File: config.mk
export PLATFORM = sky130hd
export DESIGN_NAME = hazard_stall_controller_flat
export DESIGN_NICKNAME = d
export VERILOG_FILES = /design/src/rtl/hazard_pkg.sv /design/src/rtl/hazard_stall_controller_if.sv /design/src/rtl/load_use_detect.sv /design/src/rtl/hazard_stall_controller.sv /design/src/flat_wrapper.sv
export SDC_FILE = /design/constraint.sdc
export NUM_CORES = 1
export LEC_CHECK = 0
export ABC_AREA = 1
export BUFFER_PORTS_ARGS = -buffer_cell sky130_fd_sc_hd__buf_4
export CORE_AREA = 2 2 39 41
export CTS_CLUSTER_SIZE = 12
export DETAILED_ROUTE_END_ITERATION = 6
export DIE_AREA = 0 0 41 43
export GPL_ROUTABILITY_DRIVEN = 1
export MAX_ROUTING_LAYER = met4
export PLACE_DENSITY = 0.77
export SYNTH_ARGS = -nofsm -noshare
export SYNTH_HDL_FRONTEND = slang
export SYNTH_HIERARCHICAL = 1
export SYNTH_SLANG_ARGS = --single-unit
File: constraint.sdc
create_clock -name Clk -period 1.5 [get_ports Clk]
set_input_delay 0.075 -clock Clk [delete_from_list [all_inputs] [get_ports Clk]]
set_output_delay 0.075 -clock Clk [all_outputs]
set_load 0.05 [all_outputs]
File: src/rtl/hazard_pkg.sv
// Shared definitions for the front-end hazard/stall controller: state encoding,
// default register-specifier width and the hardwired-zero register number.
package hazard_pkg;

    localparam int DEF_REG_ADDR_W = 5;
    localparam int ZERO_REG       = 0;
    localparam int CNT_W          = 4;

    typedef enum logic [1:0] {
        RUN          = 2'b00,
        LOAD_STALL   = 2'b01,
        MULDIV_STALL = 2'b10,
        FLUSH        = 2'b11
    } hz_state_t;

endpackage

File: src/rtl/hazard_stall_controller_if.sv
// Decode-side inputs and front-end control outputs of the hazard controller.
// With HAZARD_STATS_EN defined the interface also carries the stall/flush counters.
interface hazard_stall_controller_if
    import hazard_pkg::*;
#(
    parameter int REG_ADDR_W = DEF_REG_ADDR_W
);
    logic [REG_ADDR_W-1:0] IDRs;
    logic [REG_ADDR_W-1:0] IDRt;
    logic                  IDUsesRt;
    logic                  EXMemRead;
    logic [REG_ADDR_W-1:0] EXRt;
    logic                  EXMulDivStart;
    logic                  BranchTaken;

    logic                  PCWrite;
    logic                  IFIDWrite;
    logic                  IFIDFlush;
    logic                  IDEXBubble;
    logic                  Busy;
`ifdef HAZARD_STATS_EN
    logic [31:0]           StallCount;
    logic [31:0]           FlushCount;
`endif

    // master: pipeline decode side; slave: the controller
    modport master (
        output IDRs, IDRt, IDUsesRt, EXMemRead, EXRt, EXMulDivStart, BranchTaken,
        input  PCWrite, IFIDWrite, IFIDFlush, IDEXBubble, Busy
`ifdef HAZARD_STATS_EN
        , input StallCount, FlushCount
`endif
    );

    modport slave (
        input  IDRs, IDRt, IDUsesRt, EXMemRead, EXRt, EXMulDivStart, BranchTaken,
        output PCWrite, IFIDWrite, IFIDFlush, IDEXBubble, Busy
`ifdef HAZARD_STATS_EN
        , output StallCount, FlushCount
`endif
    );

endinterface

File: src/rtl/load_use_detect.sv
// Combinational load-use comparator: flags an ID source that matches the
// destination of a load sitting in EX (register zero never counts).
module load_use_detect
    import hazard_pkg::*;
#(
    parameter int REG_ADDR_W = DEF_REG_ADDR_W
) (
    input  logic                  i_mem_read,
    input  logic [REG_ADDR_W-1:0] i_ex_rt,
    input  logic [REG_ADDR_W-1:0] i_id_rs,
    input  logic [REG_ADDR_W-1:0] i_id_rt,
    input  logic                  i_id_uses_rt,
    output logic                  o_hit
);

    logic w_rs_match;
    logic w_rt_match;
    logic w_dest_valid;

    assign w_dest_valid = (i_ex_rt != REG_ADDR_W'(ZERO_REG));
    assign w_rs_match   = (i_ex_rt == i_id_rs);
    assign w_rt_match   = i_id_uses_rt && (i_ex_rt == i_id_rt);
    assign o_hit        = i_mem_read && w_dest_valid && (w_rs_match || w_rt_match);

endmodule

File: src/rtl/hazard_stall_controller.sv
// Front-end hazard controller: decides advance / stall / flush of PC and IF/ID.
// Optional macro HAZARD_STATS_EN adds free-running stall and flush cycle counters.
//
//   state        | meaning
//   RUN          | no hazard pending, front end advances unless a new event hits
//   LOAD_STALL   | one bubble inserted behind a load; load now in MEM
//   MULDIV_STALL | front end held while mul/div occupies EX; cnt counts down
//   FLUSH        | IF/ID squashed after a redirect; cnt counts down
module hazard_stall_controller
    import hazard_pkg::*;
#(
    parameter int MULDIV_LATENCY = 4,
    parameter int FLUSH_CYCLES   = 1,
    parameter int REG_ADDR_W     = DEF_REG_ADDR_W
) (
    input  logic                      Clk,
    input  logic                      Rst_n,
    hazard_stall_controller_if.slave  hz
);

    localparam logic [CNT_W-1:0] MD_RELOAD = CNT_W'(MULDIV_LATENCY - 2);
    localparam logic [CNT_W-1:0] FL_RELOAD = CNT_W'(FLUSH_CYCLES - 1);
    localparam logic [CNT_W-1:0] CNT_ONE   = CNT_W'(1);

    hz_state_t        r_state;
    logic [CNT_W-1:0] r_cnt;

    hz_state_t        w_state_nxt;
    logic [CNT_W-1:0] w_cnt_nxt;
    logic             w_load_use;
    logic             w_pc_write;
    logic             w_ifid_write;
    logic             w_ifid_flush;
    logic             w_idex_bubble;

    load_use_detect #(
        .REG_ADDR_W (REG_ADDR_W)
    ) u_load_use_detect (
        .i_mem_read   (hz.EXMemRead),
        .i_ex_rt      (hz.EXRt),
        .i_id_rs      (hz.IDRs),
        .i_id_rt      (hz.IDRt),
        .i_id_uses_rt (hz.IDUsesRt),
        .o_hit        (w_load_use)
    );

    // A redirect squashes the ID instruction, so it overrides every other event.
    always_comb begin
        w_state_nxt   = r_state;
        w_cnt_nxt     = r_cnt;
        w_pc_write    = 1'b1;
        w_ifid_write  = 1'b1;
        w_ifid_flush  = 1'b0;
        w_idex_bubble = 1'b0;

        if (hz.BranchTaken) begin
            w_ifid_flush  = 1'b1;
            w_idex_bubble = 1'b1;
            if (FLUSH_CYCLES > 1) begin
                w_state_nxt = FLUSH;
                w_cnt_nxt   = FL_RELOAD;
            end else begin
                w_state_nxt = RUN;
                w_cnt_nxt   = '0;
            end
        end else begin
            case (r_state)
                MULDIV_STALL: begin
                    w_pc_write    = 1'b0;
                    w_ifid_write  = 1'b0;
                    w_idex_bubble = 1'b1;
                    if (r_cnt <= CNT_ONE) begin
                        w_state_nxt = RUN;
                        w_cnt_nxt   = '0;
                    end else begin
                        w_cnt_nxt   = r_cnt - CNT_ONE;
                    end
                end
                FLUSH: begin
                    w_ifid_flush  = 1'b1;
                    w_idex_bubble = 1'b1;
                    if (r_cnt <= CNT_ONE) begin
                        w_state_nxt = RUN;
                        w_cnt_nxt   = '0;
                    end else begin
                        w_cnt_nxt   = r_cnt - CNT_ONE;
                    end
                end
                default: begin
                    // RUN and LOAD_STALL share decode: a repeat load-use in
                    // LOAD_STALL just stalls again since EX now holds a bubble.
                    if (hz.EXMulDivStart) begin
                        w_pc_write    = 1'b0;
                        w_ifid_write  = 1'b0;
                        w_idex_bubble = 1'b1;
                        if (MULDIV_LATENCY > 2) begin
                            w_state_nxt = MULDIV_STALL;
                            w_cnt_nxt   = MD_RELOAD;
                        end else begin
                            w_state_nxt = RUN;
                            w_cnt_nxt   = '0;
                        end
                    end else if (w_load_use) begin
                        w_pc_write    = 1'b0;
                        w_ifid_write  = 1'b0;
                        w_idex_bubble = 1'b1;
                        w_state_nxt   = LOAD_STALL;
                        w_cnt_nxt     = '0;
                    end else begin
                        w_state_nxt   = RUN;
                        w_cnt_nxt     = '0;
                    end
                end
            endcase
        end
    end

    always_ff @(posedge Clk or negedge Rst_n) begin
        if (!Rst_n) begin
            r_state <= RUN;
            r_cnt   <= '0;
        end else begin
            r_state <= w_state_nxt;
            r_cnt   <= w_cnt_nxt;
        end
    end

    assign hz.PCWrite    = w_pc_write;
    assign hz.IFIDWrite  = w_ifid_write;
    assign hz.IFIDFlush  = w_ifid_flush;
    assign hz.IDEXBubble = w_idex_bubble;
    assign hz.Busy       = (r_state != RUN);

`ifdef HAZARD_STATS_EN
    (* mark_debug = "true" *) logic [31:0] r_stall_count;
    (* mark_debug = "true" *) logic [31:0] r_flush_count;

    always_ff @(posedge Clk or negedge Rst_n) begin
        if (!Rst_n) begin
            r_stall_count <= '0;
            r_flush_count <= '0;
        end else begin
            if (!w_pc_write) begin
                r_stall_count <= r_stall_count + 32'd1;
            end
            if (w_ifid_flush) begin
                r_flush_count <= r_flush_count + 32'd1;
            end
        end
    end

    assign hz.StallCount = r_stall_count;
    assign hz.FlushCount = r_flush_count;
`endif

endmodule

File: src/flat_wrapper.sv
// flat-port wrapper written by rule: the top's interface ports become plain ports
module hazard_stall_controller_flat import hazard_pkg::*;
#(
    parameter int MULDIV_LATENCY = 4,
    parameter int FLUSH_CYCLES   = 1,
    parameter int REG_ADDR_W     = DEF_REG_ADDR_W
)
  (Clk, Rst_n, hz_IDRs, hz_IDRt, hz_IDUsesRt, hz_EXMemRead, hz_EXRt, hz_EXMulDivStart, hz_BranchTaken, hz_PCWrite, hz_IFIDWrite, hz_IFIDFlush, hz_IDEXBubble, hz_Busy);
  hazard_stall_controller_if #(.REG_ADDR_W(REG_ADDR_W)) hz_i ();
  input  logic Clk;
  input  logic Rst_n;
  input wire logic [$bits(hz_i.IDRs)-1:0] hz_IDRs;
  input wire logic [$bits(hz_i.IDRt)-1:0] hz_IDRt;
  input wire logic [$bits(hz_i.IDUsesRt)-1:0] hz_IDUsesRt;
  input wire logic [$bits(hz_i.EXMemRead)-1:0] hz_EXMemRead;
  input wire logic [$bits(hz_i.EXRt)-1:0] hz_EXRt;
  input wire logic [$bits(hz_i.EXMulDivStart)-1:0] hz_EXMulDivStart;
  input wire logic [$bits(hz_i.BranchTaken)-1:0] hz_BranchTaken;
  output wire logic [$bits(hz_i.PCWrite)-1:0] hz_PCWrite;
  output wire logic [$bits(hz_i.IFIDWrite)-1:0] hz_IFIDWrite;
  output wire logic [$bits(hz_i.IFIDFlush)-1:0] hz_IFIDFlush;
  output wire logic [$bits(hz_i.IDEXBubble)-1:0] hz_IDEXBubble;
  output wire logic [$bits(hz_i.Busy)-1:0] hz_Busy;
  assign hz_i.IDRs = hz_IDRs;
  assign hz_i.IDRt = hz_IDRt;
  assign hz_i.IDUsesRt = hz_IDUsesRt;
  assign hz_i.EXMemRead = hz_EXMemRead;
  assign hz_i.EXRt = hz_EXRt;
  assign hz_i.EXMulDivStart = hz_EXMulDivStart;
  assign hz_i.BranchTaken = hz_BranchTaken;
  assign hz_PCWrite = hz_i.PCWrite;
  assign hz_IFIDWrite = hz_i.IFIDWrite;
  assign hz_IFIDFlush = hz_i.IFIDFlush;
  assign hz_IDEXBubble = hz_i.IDEXBubble;
  assign hz_Busy = hz_i.Busy;
  hazard_stall_controller #(.MULDIV_LATENCY(MULDIV_LATENCY), .FLUSH_CYCLES(FLUSH_CYCLES), .REG_ADDR_W(REG_ADDR_W)) u_core (.Clk(Clk), .Rst_n(Rst_n), .hz(hz_i));
endmodule
# Yosys cells after proc, flatten, opt, wreduce, memory -nomap -nowiden
# Cells that the tools add are included.
dict set report classes {
  addsub 1
  magnitude_cmp 1
  n_eq_ne 5
  mux 19
  n_reduce_logical 7
}
# cell n
set ops {}
lappend ops {{4-bit two-way mux} 3}
lappend ops {{5-bit == test} 2}
lappend ops {{1-bit two-way mux} 10}
lappend ops {{2-bit two-way mux} 5}
lappend ops {{5-bit nonzero test} 1}
lappend ops {{2-bit == test, second input constant} 2}
lappend ops {{4-bit by 1-bit less-or-equal comparator with 1-bit output, second input constant} 1}
lappend ops {{4-bit by 1-bit subtractor with 4-bit output, second input constant} 1}
lappend ops {{1-bit logical AND} 3}
lappend ops {{3-bit by 1-bit != test with 1-bit output, second input constant} 1}
lappend ops {{1-bit case mux with 2 select lines} 1}
lappend ops {{2-bit nonzero test} 1}
lappend ops {{2-bit OR reduction} 1}
lappend ops {{1-bit logical OR} 1}
dict set report word_totals {
  regBits 6
  input_bits 21
  out_inout_bits 5
  word_cells 35
}

# Longest topological paths before layout
dict set report depth {
  word_depth 8
  ltp_mapped 10
  ltp_nobuf 9
}

# By module
# Netlist, hierarchy kept.
# mod n_inst cells_each area_each_um2 seq_area_each_um2
set modules_own_cells {}
lappend modules_own_cells {hazard_stall_controller 1 42 349.1 150.1}
lappend modules_own_cells {load_use_detect 1 52 206.4 0.0}

# Worst setup path after synthesis
# Ideal clock, no wire load.
dict set report synth_timing {
  kind {input-to-output}
  start {in hz_EXRt[3]}
  end {out hz_PCWrite}
  arrival_time_ps 1416
  required_ps 1425
  setup_slack_ps 9
  stages 10
  path_buffers 1
  path_cell_list {inv_1 -> nand2_1 -> nand2_1 -> nor2_1 -> nand3_1 -> a21oi_1 -> nor2_1 -> nand2_1 -> nand3_1 -> buf_4}
}
dict set report synth_via {
  elab_chain_cells 8
  elab_cells_between_ends 11
  cone_classes {2 x eq/ne; 4 x mux; 5 x reduce/logical}
}
# element line
set synth_lines {}
lappend synth_lines {{start, declared} flat_wrapper.sv:16} ;# input wire logic [$bits(hz_i.EXRt)-1:0] hz_EXRt;
lappend synth_lines {{5-bit == test} load_use_detect.sv:22} ;# assign w_rt_match = i_id_uses_rt && (i_ex_rt == i_id_rt);
lappend synth_lines {{1-bit logical AND} load_use_detect.sv:22}
lappend synth_lines {{1-bit logical OR} load_use_detect.sv:23} ;# assign o_hit = i_mem_read && w_dest_valid && (w_rs_match || w_rt_match);
lappend synth_lines {{1-bit logical AND *} load_use_detect.sv:23}
lappend synth_lines {{named net u_core.w_load_use} hazard_stall_controller.sv:30} ;# logic w_load_use;
lappend synth_lines {{1-bit two-way mux * (2 in series)} --}
lappend synth_lines {{1-bit case mux with 2 select lines *} --}
lappend synth_lines {{1-bit two-way mux *} --}
lappend synth_lines {{end, declared} flat_wrapper.sv:19} ;# output wire logic [$bits(hz_i.PCWrite)-1:0] hz_PCWrite;
# The timed path passes the listed nets; every way through them passes the cells marked *.

# Worst setup path in the final report
dict set report layout_timing {
  start {reg u_core.r_state[1]}
  end {out hz_IFIDWrite}
}
dict set report layout_via {
  elab_chain_cells 3
  elab_cells_between_ends 4
  cone_classes {2 x eq/ne; 2 x mux}
}
# element line
set layout_lines {}
lappend layout_lines {{start, declared} hazard_stall_controller.sv:25} ;# hz_state_t r_state;
lappend layout_lines {{start signal, assigned} hazard_stall_controller.sv:123} ;# r_state <= w_state_nxt;
lappend layout_lines {{2-bit == test} hazard_stall_controller.sv:67} ;# case (r_state)
lappend layout_lines {{1-bit case mux with 2 select lines *} hazard_stall_controller.sv:67}
lappend layout_lines {{1-bit two-way mux *} hazard_stall_controller.sv:56} ;# if (hz.BranchTaken) begin
lappend layout_lines {{end, declared} flat_wrapper.sv:20} ;# output wire logic [$bits(hz_i.IFIDWrite)-1:0] hz_IFIDWrite;
# Every way passes the cells marked *; elsewhere a longest branch is shown, timed or not.

==> metrics.json <==
{
  "setup.worst_path.start_class": {"value": "flop"},
  "clockBufferDepth": {"value": 2},
  "setup_ws": {"value": 220, "unit": "ps"},
  "clk_root_buffer_cell": {"value": "clkbuf_4"},
  "synth_commonest_cells": {"value": "nand2_1 (29), inv_1 (17), nor2_1 (14)"},
  "syn_area_per_cell": {"value": 5.91, "unit": "µm²"},
  "endpoint_kind": {"value": "output port"},
  "p_total": {"value": 0.508, "unit": "mW"},
  "met3RoutedLength": {"value": 57, "unit": "µm"},
  "fp-row-count": {"value": 14},
  "design.final.nets": {"value": 147},
  "synth-edff-count": {"value": 0},
  "post_place_setup_slack": {"value": 286, "unit": "ps"},
  "post-route-cell-area": {"value": 788, "unit": "µm²"},
  "detail_route.vias_per_cell": {"value": 4.64},
  "first_global_vias": {"value": 577},
  "finalCriticalPeriod": {"value": 1280, "unit": "ps"},
  "antenna_violations_before_repair": {"value": 0},
  "synth-warning-count": {"value": 6},
  "clock.fmax": {"value": 781, "unit": "MHz"},
  "cts-buffers-inserted": {"value": 3},
  "cp_data_arrival_time": {"value": 1210, "unit": "ps"},
  "drc": {"value": 0},
  "die_width": {"value": 41, "unit": "µm"},
  "asyncSetResetFlopFracSynth": {"value": 1.00},
  "synth.most_common_cell": {"value": "nand2_1"},
  "start_util": {"value": 0.401},
  "post-synth-top-area-cell": {"value": "dfrtp_1"},
  "io_pins": {"value": 26},
  "placeableCoreArea": {"value": 0.00138, "unit": "mm²"},
  "rsz0062_at_grt": {"value": "no"},
  "finalSetupViolCount": {"value": 0},
  "dr.max_layer_used": {"value": "met4"},
  "tightest_slew": {"value": 209, "unit": "ps"},
  "synth_top_cell_area_share": {"value": 0.270},
  "critical-path-max-stage-delay": {"value": 440, "unit": "ps"},
  "net-switching-power": {"value": 0.166, "unit": "mW"},
  "grt_start_max_net_pins": {"value": 7},
  "total_negative_slack": {"value": 0, "unit": "ps"},
  "synthCells": {"value": 94},
  "ys_seq_area_frac": {"value": 0.270},
  "synthTopCellsByArea": {"value": "dfrtp_1 (27%), nand2_1 (20%), inv_1 (11%), nor2_1 (9.5%), nand3_1 (8.1%)"},
  "clock_power_share": {"value": 0.281},
  "maximum_level_of_the_cts_h_tree": {"value": 1},
  "grt_pass1_wl": {"value": 2060, "unit": "µm"},
  "worstPathCellList": {"value": "nor2_1 -> nand2_1 -> nand3_1 -> buf_4"},
  "met2_wl": {"value": 613, "unit": "µm"},
  "gp_routability_congestion": {"value": 0.710},
  "floorplan.die.height": {"value": 43, "unit": "µm"},
  "yosys_most_used_dff": {"value": "dfrtp_1"},
  "drv_slew": {"value": 0},
  "insertedDiodeCount": {"value": 0},
  "power_switching_share": {"value": 0.328},
  "finalCritPeriodShare": {"value": 0.854},
  "timing.hold.worst_path_depth": {"value": 2},
  "clock_sink_count": {"value": 6},
  "timing_worst_setup_path_type": {"value": "reg -> out"},
  "synth_area": {"value": 556, "unit": "µm²"},
  "areaGrowthSynthToFinish": {"value": 41.9, "unit": "%"},
  "share_of_total_power_in_combinational_logic": {"value": 0.373},
  "via_count": {"value": 640},
  "synthDistinctLibCells": {"value": 19},
  "reg2regPathDepth": {"value": 7},
  "drtPass1Iterations": {"value": 2},
  "pwr_density_cell": {"value": 644, "unit": "mW/mm²"},
  "final_layout_size_suffix_gt1_frac": {"value": 0.287},
  "hp-class": {"value": "in -> reg"},
  "path_clk_slew": {"value": 40, "unit": "ps"},
  "detailedRoute.firstIterationViolations": {"value": 10},
  "maxCapViolations": {"value": 0},
  "io_buffer_count": {"value": 25},
  "met1Wirelength": {"value": 482, "unit": "µm"},
  "clk-insertion-delay-late": {"value": 240, "unit": "ps"},
  "p_int": {"value": 0.342, "unit": "mW"},
  "postRouteAntennaNets": {"value": 0},
  "tritoncts": {"value": "done"},
  "final_hold_violation_count": {"value": 0},
  "hpwlAfterDp": {"value": 1030, "unit": "µm"},
  "crit_required": {"value": 1420, "unit": "ps"},
  "slowest_stage": {"value": "dfrtp_1"},
  "wire_per_inst": {"value": 8.41, "unit": "µm"},
  "power_leakage": {"value": 0.478, "unit": "nW"},
  "status": {"value": "completed"},
  "cts.repair_timing.setup_buffer_count": {"value": 0},
  "global_route.usage.total": {"value": 0.167},
  "critical_path.max_fanout": {"value": 6},
  "synth_nets": {"value": 117},
  "globalRoute.totalOverflow": {"value": 0},
  "share_seq_of_total_power": {"value": 0.346},
  "drt-total-wl": {"value": 1160, "unit": "µm"},
  "ir_worst_vdd": {"value": 0.216, "unit": "mV"},
  "fin_worst_skew": {"value": 0.511, "unit": "ps"},
  "floorplan.die_area": {"value": 0.00176, "unit": "mm²"},
  "place_area": {"value": 756, "unit": "µm²"},
  "ys_ff_latch": {"value": 6},
  "max-slew-margin-rel": {"value": 0.860}
}
==> critical path: cells and delay by family, from the launching register on <==
family	cells	cell delay [ps]
flops	1	440
simple gates	3	330
buf+inv	1	200
==> metrics by stage <==
stage	util	hold WS, ps	cells
after detailed placement	0.546	-115	134
after global routing	0.570	53.7	138
after global placement	0.546	-117	134
after floorplan	-	-221	94
final	0.570	62.3	138
after CTS	0.570	55.5	138
==> layer usage <==
layer,up-vias,global-route usage
li1,338,-
met4,0,0.0600
met2,16,0.291
met3,2,0.0157
met1,284,0.183
met5,-,-
==> power groups by stage <==
| stage | Sequential [mW] | Clock, mW | Combinational [mW] |
|---|---|---|---|
| global route | 0.177 | 0.160 | 0.212 |
| CTS | 0.176 | 0.151 | 0.191 |
| finish | 0.176 | 0.143 | 0.189 |
| global placement | 0.178 | 0 | 0.184 |
| detailed placement | 0.178 | 0 | 0.188 |
| floorplan | 0.176 | 0 | 0.113 |
==> worst paths after layout <==
path	startpoint	slack (ps)	endpoint
min reg2reg	u_core/r_cnt[0]$_DFF_PN0_	460	u_core/r_cnt[0]$_DFF_PN0_
min	hz_BranchTaken	60	u_core/r_state[0]$_DFFE_PN0P_
max reg2reg	u_core/r_cnt[0]$_DFF_PN0_	310	u_core/r_state[1]$_DFFE_PN0P_
max in group asynchronous	Rst_n	1210	u_core/r_cnt[1]$_DFF_PN0_
min in group asynchronous	Rst_n	180	u_core/r_cnt[2]$_DFF_PN0_
max	u_core/r_state[1]$_DFFE_PN0P_	220	hz_IFIDWrite
==> layout by cell type, fill, tap and decap left out, types with 2 or more instances in the layout <==
master     n
nand2_1   29
buf_4     25
inv_1     17
nor2_1    14
nand3_1    9
dfrtp_1    6
clkbuf_4   3
inv_2      3
xnor2_1    2
a21oi_1    2
ha_1       2
==> kinds of logic after synthesis <==
kind of cell / after synthesis / synth area share
and+or+nand+nor: 57 / 0.435
buffers and inverters: 21 / 0.149
AOI/OAI and AO/OA: 6 / 0.0698
adders and majority gates: 2 / 0.0450
xor gates and xnor gates: 2 / 0.0315
DFF: 6 / 0.270
==> registers in the layout, indices dropped and copies added, names as in the netlist <==
| register | flops |
|---|---|
| u_core/r_state | 2 |
| u_core/r_cnt | 4 |
==> what timing repair did <==
action | in CTS | in global routing
setup endpoints to repair | 0 | 0
resized for setup | 0 | 0
endpoints found under the hold margin | 6 | 0
hold buffers | 1 | 0
==> final cells by class <==
type	count	area [µm²]
fill	150	596
multi-input combinational	67	323
timing repair buffer	26	198
sequential	6	150
inverter	20	75.1
clock buffer	3	22.5
tap	16	20.0
(Power assumes the default switching activity.)
